**src/rtl/receiver.sv**
```systemverilog
// receiver: UART RX with 16x oversampling, FWFT byte FIFO, error flags and 10 ms break config request (optional RX_ERROR_FIFO_EN)
module receiver #(
  parameter int RX_FIFO_DEPTH = 64,
  parameter int SYSTEM_CLOCK_FREQ = 100_000_000
) (
  input  logic       clk_i,
  input  logic       rst_i,
  input  logic       ov_baud_rt_i,
  input  logic       rx_i,
  input  logic [1:0] data_width_i,
  input  logic [1:0] parity_mode_i,
  input  logic [1:0] stop_bits_number_i,
  input  logic       rx_fifo_read_i,
  input  logic       err_clear_i,
  output logic [7:0] rx_data_o,
  output logic       rx_done_o,
  output logic       rx_fifo_empty_o,
  output logic       rx_fifo_full_o,
  output logic       parity_err_o,
  output logic       frame_err_o,
  output logic       overrun_err_o,
  output logic       config_req_slv_o
);
  localparam int COUNT_10MS = SYSTEM_CLOCK_FREQ / 100;
  localparam int CW = $clog2(COUNT_10MS + 1);
  localparam int AW = $clog2(RX_FIFO_DEPTH);
`ifdef RX_ERROR_FIFO_EN
  localparam int EW = 10;
`else
  localparam int EW = 8;
`endif
  typedef enum logic [2:0] {IDLE, START, DATA, PARITY, STOP, CFG_REQ} state_t;
  state_t state, nxt;
  logic rx_m, rx_s, rx_s_d;
  logic [3:0] br;
  logic [2:0] bit_cnt;
  logic [7:0] sr, data;
  logic pe_p, fe_p, stop_cnt;
  logic [CW-1:0] low_cnt;
  logic [EW-1:0] mem [RX_FIFO_DEPTH];
  logic [EW-1:0] head, entry;
  logic [AW:0] wp, rp;
  logic samp, mid, cfg_hit, two_stop, final_stop, rd, push, ovr_set;
  assign samp = ov_baud_rt_i && br == 4'd15;
  assign mid = ov_baud_rt_i && br == 4'd7;
  assign cfg_hit = low_cnt == CW'(COUNT_10MS) && state != CFG_REQ;
  assign two_stop = stop_bits_number_i == 2'b01;
  // the last stop sample ends the frame, unless a break has just taken over
  assign final_stop = state == STOP && samp && (!two_stop || stop_cnt) && !cfg_hit;
  assign data = sr >> (2'd3 - data_width_i);
  assign rx_fifo_empty_o = wp == rp;
  assign rx_fifo_full_o = wp[AW] != rp[AW] && wp[AW-1:0] == rp[AW-1:0];
  assign rd = rx_fifo_read_i && !rx_fifo_empty_o;
  assign push = final_stop && (!rx_fifo_full_o || rd);
  assign ovr_set = final_stop && rx_fifo_full_o && !rd;
  assign rx_done_o = push;
  assign head = mem[rp[AW-1:0]];
  assign rx_data_o = rx_fifo_empty_o ? 8'd0 : head[7:0];
  assign config_req_slv_o = state == CFG_REQ && rx_s;
`ifdef RX_ERROR_FIFO_EN
  assign entry = {fe_p | ~rx_s, pe_p, data};
  assign parity_err_o = !rx_fifo_empty_o && head[8];
  assign frame_err_o = !rx_fifo_empty_o && head[9];
`else
  assign entry = data;
  always_ff @(posedge clk_i)
    if (rst_i) begin
      parity_err_o <= 1'b0;
      frame_err_o <= 1'b0;
    end else begin
      parity_err_o <= (final_stop && pe_p) || (parity_err_o && !err_clear_i);
      frame_err_o <= (final_stop && (fe_p || !rx_s)) || (frame_err_o && !err_clear_i);
    end
`endif
  always_comb begin
    nxt = state;
    case (state)
      IDLE:    if (rx_s_d && !rx_s) nxt = START;
      START:   if (mid) nxt = rx_s ? IDLE : DATA;
      DATA:    if (samp && bit_cnt == 3'd4 + 3'(data_width_i)) nxt = parity_mode_i[1] ? STOP : PARITY;
      PARITY:  if (samp) nxt = STOP;
      STOP:    if (final_stop) nxt = IDLE;
      CFG_REQ: if (rx_s) nxt = IDLE;
      default: nxt = IDLE;
    endcase
    if (cfg_hit) nxt = CFG_REQ;
  end
  always_ff @(posedge clk_i)
    if (rst_i) begin
      state <= IDLE;
      {rx_m, rx_s, rx_s_d} <= 3'b111;
      br <= 4'd0;
      bit_cnt <= 3'd0;
      sr <= 8'd0;
      pe_p <= 1'b0;
      fe_p <= 1'b0;
      stop_cnt <= 1'b0;
      low_cnt <= '0;
      wp <= '0;
      rp <= '0;
      overrun_err_o <= 1'b0;
    end else begin
      state <= nxt;
      {rx_m, rx_s, rx_s_d} <= {rx_i, rx_m, rx_s};
      br <= (state == IDLE || (state == START && mid)) ? 4'd0 : br + 4'(ov_baud_rt_i);
      bit_cnt <= state != DATA ? 3'd0 : bit_cnt + 3'(samp);
      if (state == DATA && samp) sr <= {rx_s, sr[7:1]};
      if (state == START) pe_p <= 1'b0;
      else if (state == PARITY && samp) pe_p <= (^data ^ rx_s) != parity_mode_i[0];
      if (state == START) fe_p <= 1'b0;
      else if (state == STOP && samp && !rx_s) fe_p <= 1'b1;
      stop_cnt <= state == STOP && (stop_cnt || samp);
      low_cnt <= rx_s ? '0 : low_cnt + CW'(low_cnt != CW'(COUNT_10MS));
      if (push) wp <= wp + 1'b1;
      if (rd) rp <= rp + 1'b1;
      overrun_err_o <= ovr_set || (overrun_err_o && !err_clear_i);
    end
  always_ff @(posedge clk_i)
    if (push) mem[wp[AW-1:0]] <= entry;
endmodule

```
**config.mk**
```make
export PLATFORM = sky130hd
export DESIGN_NAME = receiver
export DESIGN_NICKNAME = d
export VERILOG_FILES = /design/src/rtl/receiver.sv
export SDC_FILE = /design/constraint.sdc
export NUM_CORES = 1
export LEC_CHECK = 0
export CAP_MARGIN = 20
export CORE_ASPECT_RATIO = 0.75
export CORE_MARGIN = 10
export CORE_UTILIZATION = 41
export CTS_CLUSTER_SIZE = 30
export DETAILED_ROUTE_END_ITERATION = 10
export HOLD_SLACK_MARGIN = 0.06
export PLACE_DENSITY = 0.63
export SYNTH_ARGS = -nofsm -noshare
export SYNTH_HDL_FRONTEND = slang
export SYNTH_SLANG_ARGS = --single-unit
export TNS_END_PERCENT = 1
```
**constraint.sdc**
```tcl
create_clock -name clk_i -period 3.78 [get_ports clk_i]
set_input_delay 0.756 -clock clk_i [delete_from_list [all_inputs] [get_ports clk_i]]
set_output_delay 0.756 -clock clk_i [all_outputs]
set_load 0.03 [all_outputs]
```
==> key figures, run 1 <==
Worst setup path
  • Worst Setup Start Kind: register
  • Worst reg-to-reg path cell count: 8
  • Critical path type: register to output port
  • R2R Setup Slk: 750 ps
  • Slowest stage delay, CP: 580 ps
  • Reg2reg end: mem[54][4]
  • CP most frequent cell: buf_4
  • Worst EP arrival: 2930 ps
  • Req. time, crit path: 3020 ps
  • Largest fanout on the critical path: 22
  • Reg2Reg Launch Point: state[2]
  • CP max stage cell: mux4_2
  • Critical path capture point: rx_data_o[3]
  • CP Cell Sequence: buf_4, buf_16, mux4_2, a22oi_2, nand2_1, a21oi_2, o22ai_1, buf_4
  • CP Capture Type: output port

Timing
  • Clock Skew: 16.4 ps
  • Final setup fails: 0
  • Hold Vio Cnt, Final: 0
  • Minimum clock period: 3690 ps
  • Slew HR: 45.7%
  • Worst hold slack: 409 ps
  • Worst-margin pin slew: 815 ps
  • Final Worst Setup Slack: 89.7 ps
  • Final slew viol count: 0
  • Fmax: 271 MHz
  • Period Utilization, post-route: 97.6%
  • RSZ-0062 raised after global routing: yes

Synth
  • Largest family of logic cells by synthesized area: multiplexers
  • Synth Area per Inst: 18.1 sq um
  • Synth Area in Compound Gates: 4.56%
  • Synthesis-stage register bit count: 579
  • Syn Std Cell Area: 23000 sq um
  • Post-synth top flop: edfxtp_1
  • Adder-Cell Fraction of Synth Area: 0.435%
  • Synthesized netlist net count: 1292
  • Post-Synthesis Cells: 1272
  • EDFF count, synth: 512
  • Mux share of post-synthesis cell area: 13.6%
  • Register area share after synthesis: 72.6%
  • Unique masters post-synth: 63
  • Post-Synth Simple-Gate Area: 5.75%
  • Synth warn: 0
  • Synth Area in XOR/XNOR: 1.53%
  • Post-synthesis async set-or-reset flop share: 0%

Placed design
  • Placed cell area: 24900 sq um
  • Placed cell count: 2080
  • I/O Buffers: 26
  • Pre-CTS setup slack: 278 ps
  • RD Place Congestion: 0.805
  • DP HPWL: 32600 microns

Pwr
  • Psw: 2360 uW
  • Pwr dens: 452 nW/um^2
  • Register share of total power: 56.6%
  • VDD IR max: 0.000303 V
  • Clock share of power: 41.8%
  • Combinational group share of total power: 1.7%
  • Leakage power total: 0.00721 uW
  • Internal: 9830 uW
  • Sw Ratio: 19.4%

Detailed routing
  • Via count: 12400
  • DR pass1 iterations: 5
  • DRC: 0
  • Final WL: 53500 microns
  • Via density: 5.68
  • Routed length per placed instance: 24.6 microns
  • DRT antenna net count: 0
  • Drt initial violations: 1234

CTS
  • Clock Pin Slew Worst Setup and Hold Paths: 60 ps
  • CTS Buf Count: 54
  • TritonCTS clock tree: done
  • CTS H-Tree Depth: 2
  • Clock root buffer master: clkbuf_16
  • Worst-Skew Late Latency: 590 ps
  • Longest Clk Path Bufs: 3
  • TritonCTS Sinks: 579

Global route
  • Initial antenna violation count: 2
  • Global-route wire length before repair: 80600 microns
  • GRT Total Usage: 16.3%
  • Vias in the first global route: 12600
  • Largest net degree at the start of global routing: 65
  • GR Overflow Total: 0

Flow run
  • MaxCap Viol Count: 0

Floorplanning
  • Die Area: 66100 sq um
  • Die height: 225 microns
  • Row Count: 75
  • Top Ports: 27
  • Initial Util: 41.3%
  • Core area: 55700 sq um
  • Die width: 294 microns

Cells and area
  • Final net count: 1433
  • Share of layout cells above drive strength 1: 28.6%
  • Synthesis-to-finish area growth: 17.2%
  • Ant diodes: 0
  • Commonest non-fill, non-tap cell in the layout: edfxtp_1
  • Fin area: 27000 sq um
  • Fin cells: 2180
  • Most frequent cells in the layout: edfxtp_1 (512), mux4_2 (132), buf_4 (123)
  • Core Util, Final: 48.4%

Outcome
  • Outcome: finished, final reports clean

Worst hold path
  • Hold WC Path Type: register to register
## registers in the layout (all words and copies together), names as in the netlist, 3 cells and up, named ones only
| signal | flops |
|---|---|
| bit_cnt | 3 |
| br | 4 |
| low_cnt | 20 |
| mem | 512 |
| rp | 7 |
| sr | 8 |
| state | 3 |
| wp | 7 |
## cells in the mapped netlist, drive strengths merged (4+ instances only)
library cell	number	area, sq um
and2	7	43.8
o22ai	8	50.1
dfxtp	67	1340
or3	8	57.6
or2	4	25.0
nor4	7	71.3
xnor2	20	175
nor2b	10	62.6
clkbuf	45	169
nor3	13	65.1
nand3	16	85.1
o31ai	7	66.3
a22oi	64	480
and3	5	31.3
xor2	15	131
nand4b	4	53.8
mux2i	14	140
or4	6	45.0
ha	8	100
nand4	10	75.1
nor2	115	432
inv	11	41.3
edfxtp	512	15400
nand2	39	146
mux4	132	2970
a21oi	51	255
buf	26	130
o21ai	14	70.1
## layer usage
metal	vias up	GRT usage [%]	share of wire (%)
met5	-	0	0.050
met4	4	4.72	2.4
met3	88	4.23	8.5
met2	463	23.3	43
met1	6416	24.1	46
li1	5416	-	-
## stage by stage
stage,total power [uW],TNS (ps)
2_1_floorplan,7180,0
3_3_place_gp,7230,0
3_5_place_dp,7230,0
4_1_cts,12300,0
5_1_grt,12600,-35.5
6_report,12200,0
## power by group through the flow
stage	combinational, uW	sequential [uW]	clock (uW)
floorplan	174	7010	0
global placement	192	7030	0
detailed placement	199	7030	0
CTS	200	6900	5220
global route	226	6900	5480
finish	201	6900	5100
## worst min-delay path by stage
stage,cells after the start,slack [ps],to,from
after floorplan,1,390,rx_s,rx_m
after global placement,1,390,rx_s,rx_m
after detailed placement,1,400,rx_s,rx_m
after CTS,1,410,rx_s,rx_m
after global routing,1,420,rx_s,rx_m
final,1,410,rx_s,rx_m
## layout make-up
cell class	instances	area, sq um
fillers	4647	28800
flip-flops and latches	579	16700
multi-input cells	611	6240
clock buffers	75	1500
repair buffers	156	1430
well taps	731	915
clock inverters	17	121
inverters	11	41.3
## cell families (layout without fill, tap and decap cells)
kind of cell    after synthesis  count (layout)
simple gates                259             259
flops                       579             579
buf+inv                      82             259
compound gates              159             159
xor+xnor                     37              37
fa+ha+maj                     8               8
mux                         148             148
## critical path: cells and delay by family (launching register included)
family                 cells  cell delay, ps
buffers and inverters      3             530
muxes                      1             580
and+or+nand+nor            1             120
AOI/OAI and AO/OA          3             650
DFF                        1             420
## repair_timing
action | in CTS | in global routing
setup buffers | 5 | 0
gates resized for setup | 30 | 25
pin swaps | 1 | 8
cloned | 3 | 0
hold buffers | 0 | 0
setup endpoints to repair | 8 | 8
Note: power is estimated with default switching activity, not from simulation.
==> inputs of run 2 (changes only) <==
--- a/config.mk
+++ b/config.mk
@@ -5,6 +5,7 @@
 export SDC_FILE = /design/constraint.sdc
 export NUM_CORES = 1
 export LEC_CHECK = 0
+export ABC_AREA = 1
 export CAP_MARGIN = 20
 export CORE_ASPECT_RATIO = 0.75
 export CORE_MARGIN = 10
==> run 2 against run 1 <==
Synthesized cell count increased by 85%; sequential share of layout area fell by 2.9 points; global-route usage rose by 1.4 points; synthesized area rose by 7.1%; sequential cell count did not move; register-to-register slack gained 370 ps; power grew 16%; final area grew 4.9%; via count rose by 40%; sequential power rose by 1%; count of clock-buffer cells in the layout decreased by 12; hold slack about the same; largest cell class unchanged.
==> key figures, run 2 <==
Synth
  • Largest area contributor in the netlist: edfxtp_1
  • Synth cell count leaders: nand2_1 (783), edfxtp_1 (512), nand3_1 (477)
  • Post-synthesis async set-or-reset flop share: 0% (unchanged)
  • Largest cells by area after synthesis: edfxtp_1 (62%), nand2_1 (12%), nand3_1 (9.7%)
  • Syn Std Cell Area: 24700 sq um (+7.1%)
  • Synthesis-stage register bit count: 579 (unchanged)
  • Post-synth top flop: edfxtp_1
  • Post-Synthesis Cells: 2347 (+85%)
  • Unique masters post-synth: 42 (-33%)
  • Yosys top cell area share: 62.4% (-4.4 points)
  • Synth warn: 0 (unchanged)
  • Synthesized netlist net count: 2367 (+83%)
  • Register area share after synthesis: 67.8% (-4.8 points)
  • EDFF count, synth: 512 (unchanged)
  • Synth Area per Inst: 10.5 sq um (-42%)
  • Count leader, synth: nand2_1

Timing
  • Final Worst Setup Slack: 76.8 ps (-12.9 ps)
  • Worst-margin pin slew: 819 ps (+3.72 ps)
  • Period Utilization, post-route: 98.0% (+0.34 points)
  • Slew HR: 45.2% (-0.45 points)
  • Final setup fails: 0 (unchanged)
  • Minimum clock period: 3700 ps (+12.9 ps)
  • Clock Skew: 18.7 ps (+2.29 ps)
  • Final slew viol count: 0 (unchanged)
  • Hold Vio Cnt, Final: 0 (unchanged)
  • Fmax: 270 MHz (-0.35%)
  • Setup tns final: 0 ps (unchanged)
  • RSZ-0062 raised after global routing: yes

Placed design
  • Placed cell count: 3121 (+50%)
  • I/O Buffers: 26 (unchanged)
  • Pre-CTS setup slack: 427 ps (+149 ps)
  • DP HPWL: 37400 microns (+15%)
  • RD Place Congestion: 0.893 (+11%)

Cells and area
  • Commonest non-fill, non-tap cell in the layout: nand2_1
  • Fin cells: 3223 (+48%)
  • Max reg flops: 512 (unchanged)
  • Final net count: 2409 (+68%)
  • Share of layout cells above drive strength 1: 9.45% (-19 points)
  • Most frequent cells in the layout: nand2_1 (777), edfxtp_1 (512), nand3_1 (477)
  • Ant diodes: 0 (unchanged)
  • Core Util, Final: 47.7% (-0.66 points)
  • Synthesis-to-finish area growth: 14.7%

Detailed routing
  • Final WL: 63300 microns (+18%)
  • DRC: 0 (unchanged)
  • Via density: 5.39 (-5.1%)
  • DR pass1 iterations: 6 (+1)
  • Routed length per placed instance: 19.6 microns (-20%)
  • Via count: 17400 (+40%)
  • Drt initial violations: 2061 (+67%)
  • DRT antenna net count: 0 (unchanged)

Global route
  • Initial antenna violation count: 0 (-2)
  • M1 GR Usage: 26.1% (+2.0 points)
  • Grt met3 use: 3.94% (-0.29 points)
  • Vias in the first global route: 16400 (+30%)
  • GRT Total Usage: 17.7% (+1.4 points)
  • Global-route wire length before repair: 97200 microns (+21%)
  • Largest net degree at the start of global routing: 93 (+43%)
  • GR Overflow Total: 0 (unchanged)
  • GR peak layer: met1
  • GRT met2 Usage: 26.0% (+2.7 points)

Worst hold path
  • Hold Crit Depth: 1 (unchanged)
  • HP Start: rx_m
  • Hold WC Path Type: register to register
  • Hold endpoint: rx_s

Worst setup path
  • Largest fanout on the critical path: 92 (+320%)
  • Reg2reg end: mem[50][7]
  • R2R Setup Slk: 1120 ps (+370 ps)
  • Worst reg-to-reg path cell count: 8 (unchanged)
  • Req. time, crit path: 3020 ps (about the same)
  • Reg2Reg Launch Point: state[0]
  • CP Capture Type: output port
  • Worst Setup Start Kind: register
  • Worst EP arrival: 2950 ps (+20 ps)
  • Critical path type: register to output port

Pwr
  • Leakage power total: 0.0105 uW (+46%)
  • VDD IR max: 0.000372 V (+23%)
  • Pwr dens: 500 nW/um^2 (+11%)

Floorplanning
  • Die Area: 70500 sq um (+6.6%)
  • Die width: 303 microns (+3.3%)
  • Core area: 59300 sq um (+6.3%)
  • Row Count: 77 (+2.7%)
  • Die height: 232 microns (+3.2%)
  • Initial Util: 41.6% (+0.32 points)
  • Top Ports: 27 (unchanged)

CTS
  • CTS H-Tree Depth: 2 (unchanged)
  • Hold_buf cts: 0 (unchanged)
  • TritonCTS clock tree: done
  • Clock Pin Slew Worst Setup and Hold Paths: 70 ps (about the same)
  • Postcts setup bufs: 0 (-5)
  • TritonCTS Sinks: 579 (unchanged)
  • Longest Clk Path Bufs: 3 (unchanged)
  • CTS Buf Count: 55 (+1.9%)
  • Clock root buffer master: clkbuf_16
  • Worst-Skew Late Latency: 620 ps (+30 ps)

Flow run
  • MaxCap Viol Count: 0 (unchanged)

Outcome
  • Outcome: finished, final reports clean
run 2: worst max-delay path by stage:
| stage | start | end | slack (ps) | cells after the start |
|---|---|---|---|---|
| 6_report | register | rx_data_o[3] | 80 | 11 |
| 3_5_place_dp | ov_baud_rt_i | mem[51][3] | 430 | 11 |
| 2_1_floorplan | data_width_i[1] | pe_p | 500 | 13 |
| 4_1_cts | register | rx_data_o[4] | 40 | 12 |
| 3_3_place_gp | ov_baud_rt_i | rx_done_o | 450 | 8 |
| 5_1_grt | register | rx_data_o[4] | -60 | 12 |
run 2: logic make-up after synthesis:
family	Yosys count	synth area share, %
AO/OA/AOI/OAI	84	1.82
XOR/XNOR	24	0.852
flip-flops	579	67.8
AND/OR/NAND/NOR	1448	25.5
buffers and inverters	204	3.61
adder cells (fa/ha/maj)	8	0.406
run 2: layout make-up:
class | count | area (sq um)
tap | 790 | 988
inverter | 78 | 309
timing repair buffer | 111 | 1240
clock inverter | 38 | 487
multi-input combinational | 1564 | 7100
sequential | 579 | 16700
clock buffer | 63 | 1440
fill | 5309 | 31000
run 2: where the power goes:
group	switching (uW)	internal (uW)
clock network	2430	3480
registers	36.7	6950
logic	870	383
run 2: repair_timing:
item	in CTS	in global routing
setup endpoints to repair	8	8
resized for setup	6	5
gates cloned	1	0
run 2: worst max-delay path, cell delays in order (launching register included):
cell,delay (ps)
dfxtp_4,420
bufbuf_16,520
nand2_1,100
nand3_1,110
nand3_1,80
nand2_1,120
nand2_1,60
nand3_1,210
nand3_1,120
a21oi_1,190
buf_4,190
buf_12,130
run 2: through the flow:
step	area (sq um)	power, uW	hold WS [ps]
finish	28300	14100	408
global route	28300	14600	425
CTS	28300	14200	410
detailed placement	26300	8330	394
global placement	26300	8320	394
floorplan	24700	7910	389
run 2: routing by layer:
layer / vias to the layer above / routed length [microns]
li1: 8165 / -
met1: 8493 / 29000
met2: 646 / 27600
met3: 83 / 5680
met4: 0 / 1110
met5: - / 0
==> inputs of run 3 (changes only) <==
--- a/config.mk
+++ b/config.mk
@@ -7,13 +7,14 @@
 export LEC_CHECK = 0
 export ABC_AREA = 1
 export CAP_MARGIN = 20
+export CELL_PAD_IN_SITES_DETAIL_PLACEMENT = 0
+export CELL_PAD_IN_SITES_GLOBAL_PLACEMENT = 1
 export CORE_ASPECT_RATIO = 0.75
-export CORE_MARGIN = 10
 export CORE_UTILIZATION = 41
 export CTS_CLUSTER_SIZE = 30
 export DETAILED_ROUTE_END_ITERATION = 10
 export HOLD_SLACK_MARGIN = 0.06
-export PLACE_DENSITY = 0.63
+export PLACE_DENSITY = 0.74
 export SYNTH_ARGS = -nofsm -noshare
 export SYNTH_HDL_FRONTEND = slang
 export SYNTH_SLANG_ARGS = --single-unit
==> run 3 against run 2 <==
Combinational power about the same; power down 2.0%; sequential cell count unchanged; wire length down 0.35%; die area down 13%; final area decreased by 0.42%; register-to-register slack better by 50 ps; largest cell class unchanged; largest power group unchanged.
==> key figures, run 3 (synthesis results as in run 2) <==
Outcome
  • Outcome: finished, final reports clean

Timing
  • Hold Vio Cnt, Final: 0 (unchanged)
  • Minimum clock period: 3660 ps (-47.3 ps)
  • Slew HR: 43.6% (-1.6 points)
  • Fmax: 274 MHz (+1.3%)
  • Final setup fails: 0 (unchanged)
  • Period Utilization, post-route: 96.7% (-1.3 points)
  • Worst-margin pin slew: 843 ps (+24.5 ps)
  • Final slew viol count: 0 (unchanged)
  • RSZ-0062 raised after global routing: yes
  • Clock Skew: 36.1 ps (+17.4 ps)
  • Final Worst Setup Slack: 124 ps (+47.3 ps)
  • Worst hold slack: 408 ps (-0.651 ps)

Cells and area
  • Fill count: 5400 (+1.7%)
  • Ant diodes: 0 (unchanged)
  • Synthesis-to-finish area growth: 14.2%
  • Share of layout cells above drive strength 1: 9.05% (-0.40 points)
  • Commonest non-fill, non-tap cell in the layout: nand2_1
  • Final net count: 2408 (-0.042%)
  • Max reg flops: 512 (unchanged)
  • Most frequent cells in the layout: nand2_1 (776), edfxtp_1 (512), nand3_1 (477)

Worst setup path
  • Largest fanout on the critical path: 86 (-6.5%)
  • Critical path type: register to output port
  • Worst EP arrival: 2900 ps (-50 ps)
  • R2R Setup Slk: 1170 ps (+50 ps)
  • Worst reg-to-reg path cell count: 13 (+5)
  • CP Capture Type: output port
  • Slowest stage delay, CP: 550 ps (+30 ps)
  • Reg2Reg Launch Point: low_cnt[12]
  • Req. time, crit path: 3020 ps (about the same)
  • Worst path bufs/invs: 3 (unchanged)
  • Reg2reg end: low_cnt[12]
  • CP max stage cell: dfxtp_4
  • Worst Setup Start Kind: register
  • CP Cell Sequence: buf_16, nand2_1, nand3_1, nand3_1, nand2_1, nand2_1, nand3_1, nand3_1, a21oi_1, buf_4, buf_12
  • CP most frequent cell: nand3_1
  • Kind of cell adding the most delay to the critical path: simple AND/OR/NAND/NOR gates

CTS
  • CTS H-Tree Depth: 2 (unchanged)
  • Clock Pin Slew Worst Setup and Hold Paths: 70 ps (about the same)
  • CTS Buf Count: 57 (+3.6%)
  • Hold_buf cts: 0 (unchanged)
  • TritonCTS clock tree: done
  • TritonCTS Sinks: 579 (unchanged)
  • Longest Clk Path Bufs: 3 (unchanged)
  • Worst-Skew Late Latency: 620 ps (about the same)
  • Clock root buffer master: clkbuf_16

Pwr
  • Sw Ratio: 24.0% (+0.35 points)
  • VDD IR max: 0.000360 V (-3.3%)
  • Internal: 10500 uW (-2.5%)
  • Register share of total power: 50.4% (+1.0 points)
  • Leakage power total: 0.0104 uW (-0.52%)
  • Psw: 3320 uW (-0.61%)
  • Combinational group share of total power: 9.0% (about the same)
  • Pwr dens: 492 nW/um^2 (-1.6%)
  • Clock share of power: 40.6% (-1.2 points)

Floorplanning
  • Die height: 214 microns (-7.7%)
  • Row Count: 77 (unchanged)
  • Die width: 285 microns (-5.9%)
  • Top Ports: 27 (unchanged)
  • Initial Util: 41.7% (+0.068 points)
  • Core area: 59200 sq um (-0.16%)
  • Die Area: 61100 sq um (-13%)

Placed design
  • DP HPWL: 37700 microns (+0.90%)
  • RD Place Congestion: 0.857 (-4.1%)
  • Pre-CTS setup slack: 367 ps (-59.6 ps)
  • I/O Buffers: 26 (unchanged)

Global route
  • Global-route wire length before repair: 97300 microns (about the same)
  • Largest net degree at the start of global routing: 129 (+39%)
  • Vias in the first global route: 16100 (-1.6%)
  • M1 GR Usage: 31.7% (+5.6 points)
  • GR Overflow Total: 0 (unchanged)
  • Initial antenna violation count: 1 (+1)
  • GRT Total Usage: 20.7% (+3.0 points)
  • GRT met2 Usage: 30.1% (+4.1 points)
  • GR peak layer: met1
  • Grt met3 use: 3.73% (-0.21 points)

Detailed routing
  • DRT antenna net count: 0 (unchanged)
  • Via count: 17000 (-2.0%)
  • Via density: 5.29 (-1.9%)
  • Final WL: 63100 microns (-0.35%)
  • DR pass1 iterations: 5 (-1)
  • Drt initial violations: 1847 (-10%)
  • DRC: 0 (unchanged)
  • Routed length per placed instance: 19.6 microns (-0.29%)

Worst hold path
  • Hold endpoint: rx_s
  • Hold WC Path Type: register to register
  • HP Start: rx_m
  • Hold Crit Depth: 1 (unchanged)

Flow run
  • MaxCap Viol Count: 0 (unchanged)
## run 3: layout make-up
class | instances | area [sq um] | area share (%)
Tap cell | 790 | 988 | 3.51
Multi-Input combinational cell | 1564 | 7090 | 25.2
Clock buffer | 70 | 1500 | 5.31
Inverter | 78 | 320 | 1.14
Timing Repair Buffer | 108 | 1230 | 4.37
Clock inverter | 32 | 318 | 1.13
Sequential cell | 579 | 16700 | 59.4
## run 3: worst max-delay path by stage
| stage | end | slack (ps) | cells after the start | start |
|---|---|---|---|---|
| after floorplan | pe_p | 500 | 13 | data_width_i[1] |
| after global placement | rx_done_o | 330 | 8 | ov_baud_rt_i |
| after detailed placement | rx_done_o | 370 | 8 | ov_baud_rt_i |
| after CTS | rx_data_o[6] | 3 | 12 | register |
| after global routing | rx_data_o[0] | -10 | 11 | register |
| final | rx_data_o[6] | 120 | 11 | register |
## run 3: per-stage QoR
stage	power [uW]	TNS [ps]	instances	utilization, %	area [sq um]
final	13900	0	3221	47.6	28200
after CTS	13900	0	3219	47.5	28100
after detailed placement	8350	0	3117	44.4	26300
after global routing	14300	-11.3	3221	47.6	28200
after global placement	8330	0	3117	44.4	26300
after floorplan	7910	0	2347	-	24700
## run 3: power by group through the flow
| stage | logic (uW) | registers, uW | clock network, uW |
|---|---|---|---|
| after detailed placement | 1220 | 7130 | 0 |
| after global placement | 1210 | 7130 | 0 |
| after floorplan | 810 | 7100 | 0 |
| final | 1240 | 6990 | 5630 |
| after CTS | 1230 | 6990 | 5710 |
| after global routing | 1380 | 6990 | 5940 |
## run 3: worst reg2reg max path, delay by kind of cell, from the launching register on
kind / cells / cell delay, ps
fa+ha+maj: 2 / 390
simple gates: 8 / 1370
compound gates: 2 / 280
flops: 1 / 370
buf+inv: 1 / 90
## run 3: metal layers
| layer | wire [microns] | vias to the layer above |
|---|---|---|
| li1 | - | 8145 |
| met1 | 29400 | 8175 |
| met2 | 27500 | 621 |
| met3 | 4990 | 100 |
| met4 | 1270 | 0 |
| met5 | 0 | - |
## run 3: repair_timing
item                                    4_1_cts  5_1_grt
resized for setup                             6        6
buffers inserted                              0        1
endpoints found under the setup margin        8        8
cloned                                        0        1
